### config.mk
export PLATFORM = sky130hd
export DESIGN_NAME = match_ctrl
export DESIGN_NICKNAME = d
export VERILOG_FILES = /design/src/rtl/match_ctrl_pkg.sv /design/src/rtl/match_ctrl_frame_timer.sv /design/src/rtl/match_ctrl.sv
export SDC_FILE = /design/constraint.sdc
export NUM_CORES = 1
export LEC_CHECK = 0
export ABC_AREA = 1
export CAP_MARGIN = 0
export CORE_ASPECT_RATIO = 1.5
export CORE_MARGIN = 5
export CORE_UTILIZATION = 46
export DETAILED_ROUTE_END_ITERATION = 10
export DONT_BUFFER_PORTS = 1
export GPL_ROUTABILITY_DRIVEN = 0
export PLACE_DENSITY = 0.66
export SLEW_MARGIN = 10
export SYNTH_ARGS = -nofsm -noshare
export SYNTH_HDL_FRONTEND = slang
export SYNTH_SLANG_ARGS = --single-unit
### constraint.sdc
create_clock -name clk_i -period 1.3 [get_ports clk_i]
set_input_delay 0.26 -clock clk_i [delete_from_list [all_inputs] [get_ports clk_i]]
set_output_delay 0.26 -clock clk_i [all_outputs]
set_load 0.01 [all_outputs]
### src/rtl/match_ctrl_pkg.sv
// rtl/match_ctrl_pkg.sv - shared match state encoding and default match timing
package match_ctrl_pkg;

   typedef enum logic [2:0] {
      ST_IDLE  = 3'd0,
      ST_SERVE = 3'd1,
      ST_PLAY  = 3'd2,
      ST_POINT = 3'd3,
      ST_OVER  = 3'd4
   } match_state_e;

   localparam int DEF_SCORE_W      = 4;
   localparam int DEF_WIN_SCORE    = 9;
   localparam int DEF_SERVE_FRAMES = 60;
   localparam int DEF_POINT_FRAMES = 30;
   localparam int DEF_FRAME_CNT_W  = 8;

endpackage

### src/rtl/match_ctrl_frame_timer.sv
// rtl/match_ctrl_frame_timer.sv - frame tick counter with same-cycle terminal pulse
module match_ctrl_frame_timer #(
   parameter int CNT_W = 8
) (
   input  logic             clk_i,
   input  logic             rst_i,
   input  logic             i_load,
   input  logic             i_tick,
   input  logic [CNT_W-1:0] i_term,
   output logic             o_done
);

   logic [CNT_W-1:0] r_cnt;
   logic             w_last;

   // done is combinational so the FSM can leave on the very tick that reaches the count
   assign w_last = (r_cnt == i_term - CNT_W'(1));
   assign o_done = i_tick & w_last;

   always_ff @(posedge clk_i) begin
      if (rst_i || i_load) begin
         r_cnt <= '0;
      end else if (i_tick) begin
         r_cnt <= w_last ? '0 : r_cnt + CNT_W'(1);
      end
   end

endmodule

### src/rtl/match_ctrl.sv
// rtl/match_ctrl.sv - match sequencer: serve countdown, play, point pause, game over
module match_ctrl
   import match_ctrl_pkg::*;
#(
   parameter int SCORE_W      = DEF_SCORE_W,
   parameter int WIN_SCORE    = DEF_WIN_SCORE,
   parameter int SERVE_FRAMES = DEF_SERVE_FRAMES,
   parameter int POINT_FRAMES = DEF_POINT_FRAMES,
   parameter int FRAME_CNT_W  = DEF_FRAME_CNT_W
) (
   input  logic               clk_i,
   input  logic               rst_i,
   input  logic               new_frame_i,
   input  logic               start_i,
   input  logic               miss_l_i,
   input  logic               miss_r_i,
   output logic               play_en_o,
   output logic               ball_rst_o,
   output logic               serve_dir_o,
   output logic [SCORE_W-1:0] score_l_o,
   output logic [SCORE_W-1:0] score_r_o,
   output logic [2:0]         state_o,
   output logic               game_over_o,
   output logic               winner_o
);

   localparam logic [SCORE_W-1:0] WIN_S = SCORE_W'(WIN_SCORE);

   match_state_e        r_state;
   logic [SCORE_W-1:0]  r_score_l;
   logic [SCORE_W-1:0]  r_score_r;
   logic                r_play_en;
   logic                r_ball_rst;
   logic                r_serve_dir;
   logic                r_game_over;
   logic                r_winner;
   logic                r_start_q;

   logic                   w_restart;
   logic                   w_tick;
   logic                   w_done;
   logic [FRAME_CNT_W-1:0] w_term;

   function automatic logic [SCORE_W-1:0] sat_inc(input logic [SCORE_W-1:0] s);
      return (s >= WIN_S) ? s : s + SCORE_W'(1);
   endfunction

   // OVER needs an edge so a key still held from the last match cannot restart it
   assign w_restart = ((r_state == ST_IDLE) && start_i) ||
                      ((r_state == ST_OVER) && start_i && !r_start_q);
   assign w_tick    = new_frame_i && ((r_state == ST_SERVE) || (r_state == ST_POINT));
   assign w_term    = (r_state == ST_SERVE) ? FRAME_CNT_W'(SERVE_FRAMES)
                                            : FRAME_CNT_W'(POINT_FRAMES);

   match_ctrl_frame_timer #(
      .CNT_W (FRAME_CNT_W)
   ) u_timer (
      .clk_i  (clk_i),
      .rst_i  (rst_i),
      .i_load (w_restart),
      .i_tick (w_tick),
      .i_term (w_term),
      .o_done (w_done)
   );

   always_ff @(posedge clk_i) begin
      r_start_q  <= start_i;
      r_ball_rst <= 1'b0;
      if (rst_i) begin
         r_state     <= ST_IDLE;
         r_score_l   <= '0;
         r_score_r   <= '0;
         r_play_en   <= 1'b0;
         r_serve_dir <= 1'b0;
         r_game_over <= 1'b0;
         r_winner    <= 1'b0;
         r_start_q   <= 1'b0;
      end else begin
         case (r_state)
            ST_IDLE, ST_OVER: begin
               r_play_en <= 1'b0;
               if (w_restart) begin
                  r_state     <= ST_SERVE;
                  r_score_l   <= '0;
                  r_score_r   <= '0;
                  r_ball_rst  <= 1'b1;
                  r_game_over <= 1'b0;
                  r_winner    <= 1'b0;
               end
            end
            ST_SERVE: begin
               r_play_en <= 1'b0;
               if (w_done) r_state <= ST_PLAY;
            end
            ST_PLAY: begin
               // play_en drops together with the state change on a miss
               if (miss_l_i && miss_r_i) begin
                  r_serve_dir <= ~r_serve_dir;
                  r_play_en   <= 1'b0;
                  r_state     <= ST_POINT;
               end else if (miss_l_i) begin
                  r_score_r   <= sat_inc(r_score_r);
                  r_serve_dir <= 1'b0;
                  r_play_en   <= 1'b0;
                  r_state     <= ST_POINT;
               end else if (miss_r_i) begin
                  r_score_l   <= sat_inc(r_score_l);
                  r_serve_dir <= 1'b1;
                  r_play_en   <= 1'b0;
                  r_state     <= ST_POINT;
               end else begin
                  r_play_en   <= 1'b1;
               end
            end
            ST_POINT: begin
               r_play_en <= 1'b0;
               if (w_done) begin
                  if ((r_score_l == WIN_S) || (r_score_r == WIN_S)) begin
                     r_state     <= ST_OVER;
                     r_game_over <= 1'b1;
                     r_winner    <= (r_score_r == WIN_S);
                  end else begin
                     r_state    <= ST_SERVE;
                     r_ball_rst <= 1'b1;
                  end
               end
            end
            default: r_state <= ST_IDLE;
         endcase
      end
   end

   assign play_en_o   = r_play_en;
   assign ball_rst_o  = r_ball_rst;
   assign serve_dir_o = r_serve_dir;
   assign score_l_o   = r_score_l;
   assign score_r_o   = r_score_r;
   assign state_o     = r_state;
   assign game_over_o = r_game_over;
   assign winner_o    = r_winner;

endmodule

---- After elaboration in Yosys (flattened, before gate mapping) ----
Cells that the tools add are included.
storage, ports and cells
  register bits after elaboration ......... 25
  input port bits ......................... 6
  output and inout port bits .............. 16
  word-level logic and storage cells ...... 96
operators by class
  add/sub/neg operators ................... 4
  order comparisons ....................... 2
  eq/ne operators ......................... 18
  muxes and demuxes ....................... 38
  bitwise operators ....................... 2
  reductions and logical operators ........ 22
operator list
  cell                                                                     count
  4-bit 2-to-1 mux                                                         8
  3-bit 2-to-1 mux                                                         7
  4-bit case mux with 2 select lines                                       2
  1-bit 2-to-1 mux                                                         14
  2-bit inequality test, second input constant                             6
  3-bit case mux with 4 select lines                                       1
  4-bit by 1-bit adder with 4-bit output, second input constant            2
  8-bit by 1-bit adder with 8-bit output, second input constant            1
  4-bit equality test, second input constant                               2
  8-bit equality test                                                      1
  4-bit greater-or-equal comparator, second input constant                 2
  8-bit 2-to-1 mux                                                         1
  2-bit by 1-bit inequality test with 1-bit output, second input constant  4
  1-bit case mux with 2 select lines                                       4
  4-bit AND reduction                                                      2
  6-bit by 1-bit subtractor with 7-bit output, second input constant       1
  3-bit by 2-bit equality test with 1-bit output, second input constant    2
  6-bit 2-to-1 mux                                                         1
  6-bit AND reduction                                                      1
  2-bit nonzero test                                                       3
  1-bit logical AND                                                        5
  5-bit AND reduction                                                      1
  1-bit logical OR                                                         4
  4-bit inequality test, second input constant                             1
  10 further kinds                                                         10

---- Logic depth before layout (Yosys ltp) ----
Gate-level depths: netlist (run 1).
  depth after elaboration ................. 7
  depth in mapped cells ................... 12
  mapped depth without buffers ............ 12

---- Modules after synthesis ----
Synthesis (run 1) repeated with hierarchy kept, for this count alone.
second synthesis, totals
  cell total of the unflattened synthesis .. 272
  area, all modules ....................... 1697.9 um2
by module, submodules not included
  module                  times used  cells an instance  area each (um2)  seq. area each (um2)
  match_ctrl              1           155                1012.2           340.3
  match_ctrl_frame_timer  1           117                685.7            160.2

---- Worst setup path before layout (run 1) ----
Ideal clock, no wire load.
  path kind ............................... register -> register
  start point ............................. reg r_state[1], in the netlist state_o[1]
  end point ............................... reg r_score_r[0], in the netlist score_r_o[0]
  library setup time ...................... 0.129 ns
  data arrival time ....................... 1.268 ns
  data required time ...................... 1.171 ns
  slack ................................... -0.098 ns
  stages on the path, launching flop included .. 10
  buffers on the path ..................... 0
  period minus slack after synthesis ...... 1.398 ns
  cells stage by stage .................... dfxtp_1 -> inv_1 -> nor2_1 -> nand2_2 -> nor2_1 -> nand2_1 -> nand3_1 -> inv_1 -> o21ai_0 -> a21oi_1
on the way
  word-level cells in the longest chain between the ends .. 6
  elaborated cells on any way between the ends .. 15
  classes of those cells .................. 6 x eq/ne; 1 x mux; 8 x reduce/logical
ends and longest elaborated chain
  what                                                               line                                text
  start, declared                                                    match_ctrl.sv:29                    match_state_e r_state;
  start signal, assigned                                             match_ctrl.sv:70                    r_state <= ST_IDLE;
  start signal, assigned                                             match_ctrl.sv:83                    r_state <= ST_SERVE;
  start signal, assigned                                             match_ctrl.sv:93                    if (w_done) r_state <= ST_PLAY;
  3-bit equality test                                                match_ctrl.sv:50, match_ctrl.sv:79
  1-bit logical AND (2 in series)                                    match_ctrl.sv:50                    ((r_state == ST_OVER) && start_i && !r_start_q);
  1-bit logical OR                                                   match_ctrl.sv:49                    assign w_restart = ((r_state == ST_IDLE) && start_i) ||
  2-bit by 1-bit inequality test with 1-bit output (no source line)  --
  5-bit AND reduction (no source line)                               --
  end signal, assigned                                               match_ctrl.sv:102                   r_score_r <= sat_inc(r_score_r);
  end, declared                                                      match_ctrl.sv:31                    logic [SCORE_W-1:0] r_score_r;
Parallel ways exist; a longest one is shown, timed or not.
A chain may end at the register's enable or synchronous reset.

---- Worst setup path after layout (run 1) ----
  start point ............................. reg r_state[0], in the netlist state_o[0]
  end point ............................... reg u_timer.r_cnt[7]
on the way
  word-level cells in the longest chain between the ends .. 5
  elaborated cells on any way between the ends .. 15
  classes of those cells .................. 1 x add/sub; 4 x eq/ne; 2 x mux; 8 x reduce/logical
ends and longest elaborated chain
  what                                                                                   line                                                        text
  3-bit by 1-bit equality test with 1-bit output or 3-bit equality test (tied branches)  match_ctrl.sv:51, match_ctrl.sv:52, match_ctrl.sv:50
  6-bit 2-to-1 mux or 1-bit logical AND (tied branches)                                  match_ctrl.sv:52, match_ctrl.sv:50
  6-bit by 1-bit subtractor with 7-bit output or 1-bit logical AND (tied branches)       match_ctrl_frame_timer.sv:17, match_ctrl.sv:50
  8-bit equality test or 1-bit logical OR (tied branches)                                match_ctrl_frame_timer.sv:17, match_ctrl.sv:49
  8-bit 2-to-1 mux or 1-bit logical OR (tied branches)                                   match_ctrl_frame_timer.sv:24, match_ctrl_frame_timer.sv:21
  end signal, assigned                                                                   match_ctrl_frame_timer.sv:24                                r_cnt <= w_last ? '0 : r_cnt + CNT_W'(1);
  end, declared                                                                          match_ctrl_frame_timer.sv:13                                logic [CNT_W-1:0] r_cnt;
Parallel ways exist; a longest one is shown, timed or not.

==> impl_metrics.tcl, run 1 <==
set metrics [dict create \
    synth_area_leaders "dfxtp_1, nand2_1, inv_1" \
    fin_cells 278 \
    max_cap_viol_count 0 \
    seq_area_frac_synth 0.376 \
    synth_top_family_by_area "simple AND/OR/NAND/NOR gates" \
    p_leak_nw 0.887 \
    violations "negative setup slack" \
    wl_per_cell_um 13.3 \
    drt-total-wl_mm 3.69 \
    endpoint_kind "register" \
    avgSynthCellArea_um2 7.04 \
    finalSetupTns_ps -482 \
    placed_cells 266 \
    syn_nets 202 \
    yosys.area_share.simple 0.338 \
    synth_mux_area_frac 0 \
    power_switching_share 0.423 \
    peakVddDrop_mv 1.08 \
    fin_ws_ps -82.3 \
    synth_top_area_frac 0.376 \
    insertion_delay_ps 260 \
    dr.pass1.iters 4 \
    ios 22 \
    path_clk_slew_ps 80 \
    power.share.sequential 0.318 \
    power.share.clock 0.129 \
    synthCells 189 \
    final_hold_viol_count 0 \
    ys_warn_count 0 \
    async_reset_ff_frac 0 \
    cts_tree "done" \
    synthTopCellsByCount "nand2_1, inv_1, dfxtp_1, nor2_1, a21oi_1" \
    maxSlewHeadroom 0.843 \
    p_per_area_nw_per_um2 1710 \
    grt_pass1_vias 1518 \
    cp_data_required_time_ps 1490 \
    place_area_um2 1690 \
    grt_max_degree 14 \
    cts_max_level 1 \
    period_share 1.06 \
    synth_ff_type "dfxtp_1" \
    synth-seq-cells 25 \
    cp-startpoint "state_o[0]" \
    antenna_left 0 \
    hold_class "in2reg" \
    track_usage 0.191 \
    yosysTopAreaCell "dfxtp_1" \
    synth_compound_area_frac 0.119 \
    fin_crit_ps 1380 \
    grt_pass1_wl_mm 5.89 \
    power.total_mw 3.49 \
    dr_total_vias 1405 \
    drive_gt1_frac 0.519 \
    synthXorXnorAreaFrac 0.0132 \
    fin_nets 253 \
    overflow 0 \
    crit_path_start_kind "register" \
    synth-adder-area-share 0.0658 \
    worstMarginPinSlew_ps 235 \
    clockBufferDepth 2 \
    die_w_um 53.9 \
    core_area_um2 2850 \
    synth_edf_count 0 \
    num_rows 24 \
    internal_power_mw 2.01 \
    stdcell_area_um2 2040 \
    pre_cts_slack_ps -192 \
    maxSlewViolCount 0 \
    fmax_mhz 723 \
    num_antenna_cells 0 \
    cts-root-buf "clkbuf_8" \
    setup_violations 12 \
    grt_antenna_before_repair 0 \
    arrival_ps 1570 \
    die_area_um2 4090 \
    drt_iter0_drc 25 \
    die_h_um 75.9 \
    skew_ps 2.48 \
    yosysMostFrequentCell "nand2_1" \
    power.switching_mw 1.48 \
    cp_max_fo 8 \
    port_buffers 0 \
    cts_sinks 25 \
    syn_area_um2 1330 \
    status "complete, but fails checks" \
    syn_to_final_growth_pct 53.2 \
    cts_buffers 3 \
    start_util 0.467 \
    route.detailed.drc 0 \
    timing.rr.start "state_o[0]" \
    combinationalPowerShare 0.553 \
    detailed_place_hpwl_mm 2.61 \
    min_from "rst_i" \
    via_per_inst 5.05 \
    rsz0062_at_grt "yes" \
    synth_cell_types 24 \
    crit_type "reg2reg" \
]
[routing by layer]
layer | routed length [µm] | part of all wire | up-vias | track usage
met5 | 0 | 0 | - | 0
met1 | 1350 | 0.36 | 670 | 0.179
met4 | 48 | 0.013 | 0 | 0.0795
li1 | - | - | 710 | -
met2 | 2180 | 0.59 | 19 | 0.385
met3 | 110 | 0.030 | 6 | 0.0333
[state kept, by name (all words and copies together), names as in the netlist]
| signal | flops |
|---|---|
| ball_rst_o | 1 |
| game_over_o | 1 |
| play_en_o | 1 |
| r_start_q | 1 |
| score_l_o | 4 |
| score_r_o | 4 |
| serve_dir_o | 1 |
| state_o | 3 |
| u_timer.r_cnt | 8 |
| winner_o | 1 |
[timing repair]
action,CTS,global route
pin swaps,9,13
setup buffers,7,1
gates resized for setup,32,39
hold buffers,0,0
setup endpoints to repair,19,23
[layout by cell type, fill, tap and decap left out, types with 2 or more instances in the layout]
master,synthesis,routed
buf_4,0,46
inv_1,26,20
nand2_1,36,20
nor2_1,23,18
nand2_2,3,17
dfxtp_1,25,16
a21oi_1,18,14
inv_2,5,8
nand3_1,12,7
nor2_2,4,5
nand3_4,1,5
nor2_4,1,5
o21ai_2,0,5
dfxtp_2,0,5
a21oi_2,0,4
nand4_1,4,4
ha_1,7,4
dfxtp_4,0,4
inv_4,0,3
nand3_2,2,3
ha_4,0,3
clkbuf_8,0,3
nand2_4,0,2
nor3b_2,0,2
nor3_2,1,2
xor2_1,2,2
nor3_1,4,2
o21ai_1,3,2
[critical path, stage by stage, from the launching register on]
cell and delay (ps):
dfxtp_4 420, nand3_4 130, nor2_4 120, nand2_2 80, nor3_4 140, nand2_1 80
or2_0 200, a21oi_1 140
[power by group through the flow]
stage	sequential [mW]	clock (mW)	combinational [mW]
final	1.11	0.450	1.93
after global routing	1.12	0.501	2.13
after CTS	1.08	0.472	1.62
after detailed placement	1.08	0	1.40
after global placement	1.07	0	1.35
after floorplan	1.13	0	0.759
[cells by family after synthesis]
| logic type | Yosys count |
|---|---|
| flops | 25 |
| xor+xnor | 2 |
| buf+inv | 31 |
| fa+ha+maj | 7 |
| compound gates | 30 |
| simple gates | 94 |
[final timing paths]
kind,to,cells past startpoint,slack [ps]
min,state_o[1],1,50
max reg2reg,u_timer.r_cnt[7],7,-80
min reg2reg,game_over_o,2,500
max,u_timer.r_cnt[7],7,-80
[stage by stage]
step	hold WS, ps	util
after floorplan	323	-
after global placement	327	0.592
after detailed placement	329	0.592
after CTS	40.5	0.661
after global routing	48.1	0.715
final	53.2	0.715
[layout make-up]
| cell class | count | area (µm²) |
|---|---|---|
| Multi-Input combinational cell | 133 | 955 |
| Fill cell | 221 | 813 |
| Sequential cell | 25 | 522 |
| Timing Repair Buffer | 46 | 345 |
| Inverter | 31 | 124 |
| Tap cell | 39 | 48.8 |
| Clock buffer | 4 | 45.0 |
(Power assumes the default switching activity.)
==> inputs of run 2 (changes only) <==
Clock period 1.3 ns to 1.1 ns, I/O delays scaled along.
==> impl_metrics.tcl, run 2 (synthesis results as in run 1) <==
set metrics [dict create \
    path_clk_slew_ps 90 \
    num_rows 24 \
    whs_ps 34.9 \
    syn_to_final_growth_pct 64.6 \
    violations "negative setup slack" \
    dr_total_vias 1456 \
    port_buffers 0 \
    peakVddDrop_mv 1.34 \
    core_area_um2 2850 \
    regMostFlops "u_timer.r_cnt" \
    antenna_left 0 \
    drt_iter0_drc 30 \
    worstMarginPinSlew_ps 282 \
    fin_crit_ps 1460 \
    p_leak_nw 0.949 \
    track_usage 0.200 \
    via_per_inst 5.09 \
    arrival_ps 1640 \
    fin_nets 261 \
    drt-total-wl_mm 4.22 \
    power.share.sequential 0.306 \
    start_util 0.467 \
    rsz0062_at_grt "yes" \
    cts_sinks 25 \
    status "complete, but fails checks" \
    grt_pass1_wl_mm 5.93 \
    overflow 0 \
    min_from "start_i" \
    skew_ps 2.95 \
    grt_pass1_vias 1445 \
    crit_type "reg2reg" \
    place_area_um2 1760 \
    cts_buffers 3 \
    internal_power_mw 2.45 \
    hold_class "in2reg" \
    combinationalPowerShare 0.561 \
    max_cap_viol_count 0 \
    crit_path_start_kind "register" \
    timing.rr.start "state_o[2]" \
    hold-path-cell-count 2 \
    stdcell_area_um2 2190 \
    setup_violations 26 \
    cp_data_required_time_ps 1280 \
    final_cell_mix "buf_4, nand2_1, inv_1" \
    fin_ws_ps -364 \
    cp-startpoint "state_o[2]" \
    power.total_mw 4.36 \
    grt_antenna_before_repair 0 \
    ios 22 \
    largest_reg_flops 8 \
    route.detailed.drc 0 \
    cts-root-buf "clkbuf_8" \
    p_per_area_nw_per_um2 1990 \
    maxSlewHeadroom 0.812 \
    final_hold_viol_count 0 \
    drive_gt1_frac 0.571 \
    endpoint_kind "register" \
    die_w_um 53.9 \
    cts_max_level 1 \
    power.share.clock 0.133 \
    fillers 192 \
    period_share 1.33 \
    die_area_um2 4090 \
    cts_tree "done" \
    clockBufferDepth 2 \
    maxSlewViolCount 0 \
    insertion_delay_ps 280 \
    power.switching_mw 1.91 \
    finalSetupTns_ps -6050 \
    die_h_um 75.9 \
    wl_per_cell_um 14.8 \
    grt_max_degree 16 \
    reg2regPathDepth 8 \
    fmax_mhz 683 \
    dr.pass1.iters 4 \
    num_antenna_cells 0 \
    pre_cts_slack_ps -342 \
    power_switching_share 0.438 \
    final_common_cell "buf_4" \
    cp_max_fo 5 \
    detailed_place_hpwl_mm 2.66 \
]
[run 2: cell count changes in the layout (fill, tap and decap cells not counted), sizes merged]
cell	previous run	this run
inv	31	32
clkbuf	4	3
dlygate4sd3	0	2
buf	46	52
[run 2: power groups by stage]
stage | clock (mW) | combinational (mW) | sequential [mW]
after floorplan | 0 | 0.953 | 1.38
after global placement | 0 | 1.63 | 1.31
after detailed placement | 0 | 1.68 | 1.32
after CTS | 0.599 | 1.99 | 1.31
after global routing | 0.630 | 2.64 | 1.36
final | 0.580 | 2.45 | 1.33
[run 2: layout make-up]
type | instances | area, µm² | share of cell area
Tap cell | 39 | 48.8 | 0.0223
Sequential cell | 25 | 533 | 0.243
Clock inverter | 1 | 6.26 | 0.00286
Multi-Input combinational cell | 133 | 1010 | 0.461
Clock buffer | 3 | 41.3 | 0.0188
Inverter | 31 | 126 | 0.0577
Timing Repair Buffer | 54 | 425 | 0.194
[run 2: worst max-delay path, cell delays in order (launching register included)]
cell	delay (ps)
dfxtp_4	370
inv_6	80
nand3_4	130
buf_4	190
nor2_4	110
nand3_4	90
nor3_4	190
a21oi_1	100
o21a_1	110
[run 2: timing repair]
action / 4_1_cts / 5_1_grt
hold endpoints to repair: 5 / 1
setup endpoints to repair: 23 / 26
pin swaps: 11 / 17
hold buffers: 1 / 1
setup buffers: 5 / 6
gates resized for setup: 30 / 47
[run 2: path summary, 6_finish.rpt]
check	endpoint	slack (ps)
setup reg to reg	u_timer.r_cnt[6]	-360
setup / recovery	u_timer.r_cnt[6]	-360
hold / removal	r_start_q	30
hold reg to reg	u_timer.r_cnt[7]	490
[run 2: metal layers]
layer	vias to the layer above	routed length (µm)	share of wire	GRT usage
li1	725	-	-	-
met1	687	1570	0.37	0.193
met2	37	2400	0.57	0.396
met3	7	178	0.042	0.0274
met4	0	77	0.018	0.0938
met5	-	0	0	0
[run 2: metrics by stage]
step | utilization | instances
CTS | 0.688 | 279
global route | 0.768 | 286
detailed placement | 0.618 | 269
floorplan | - | 189
finish | 0.768 | 286
global placement | 0.618 | 269
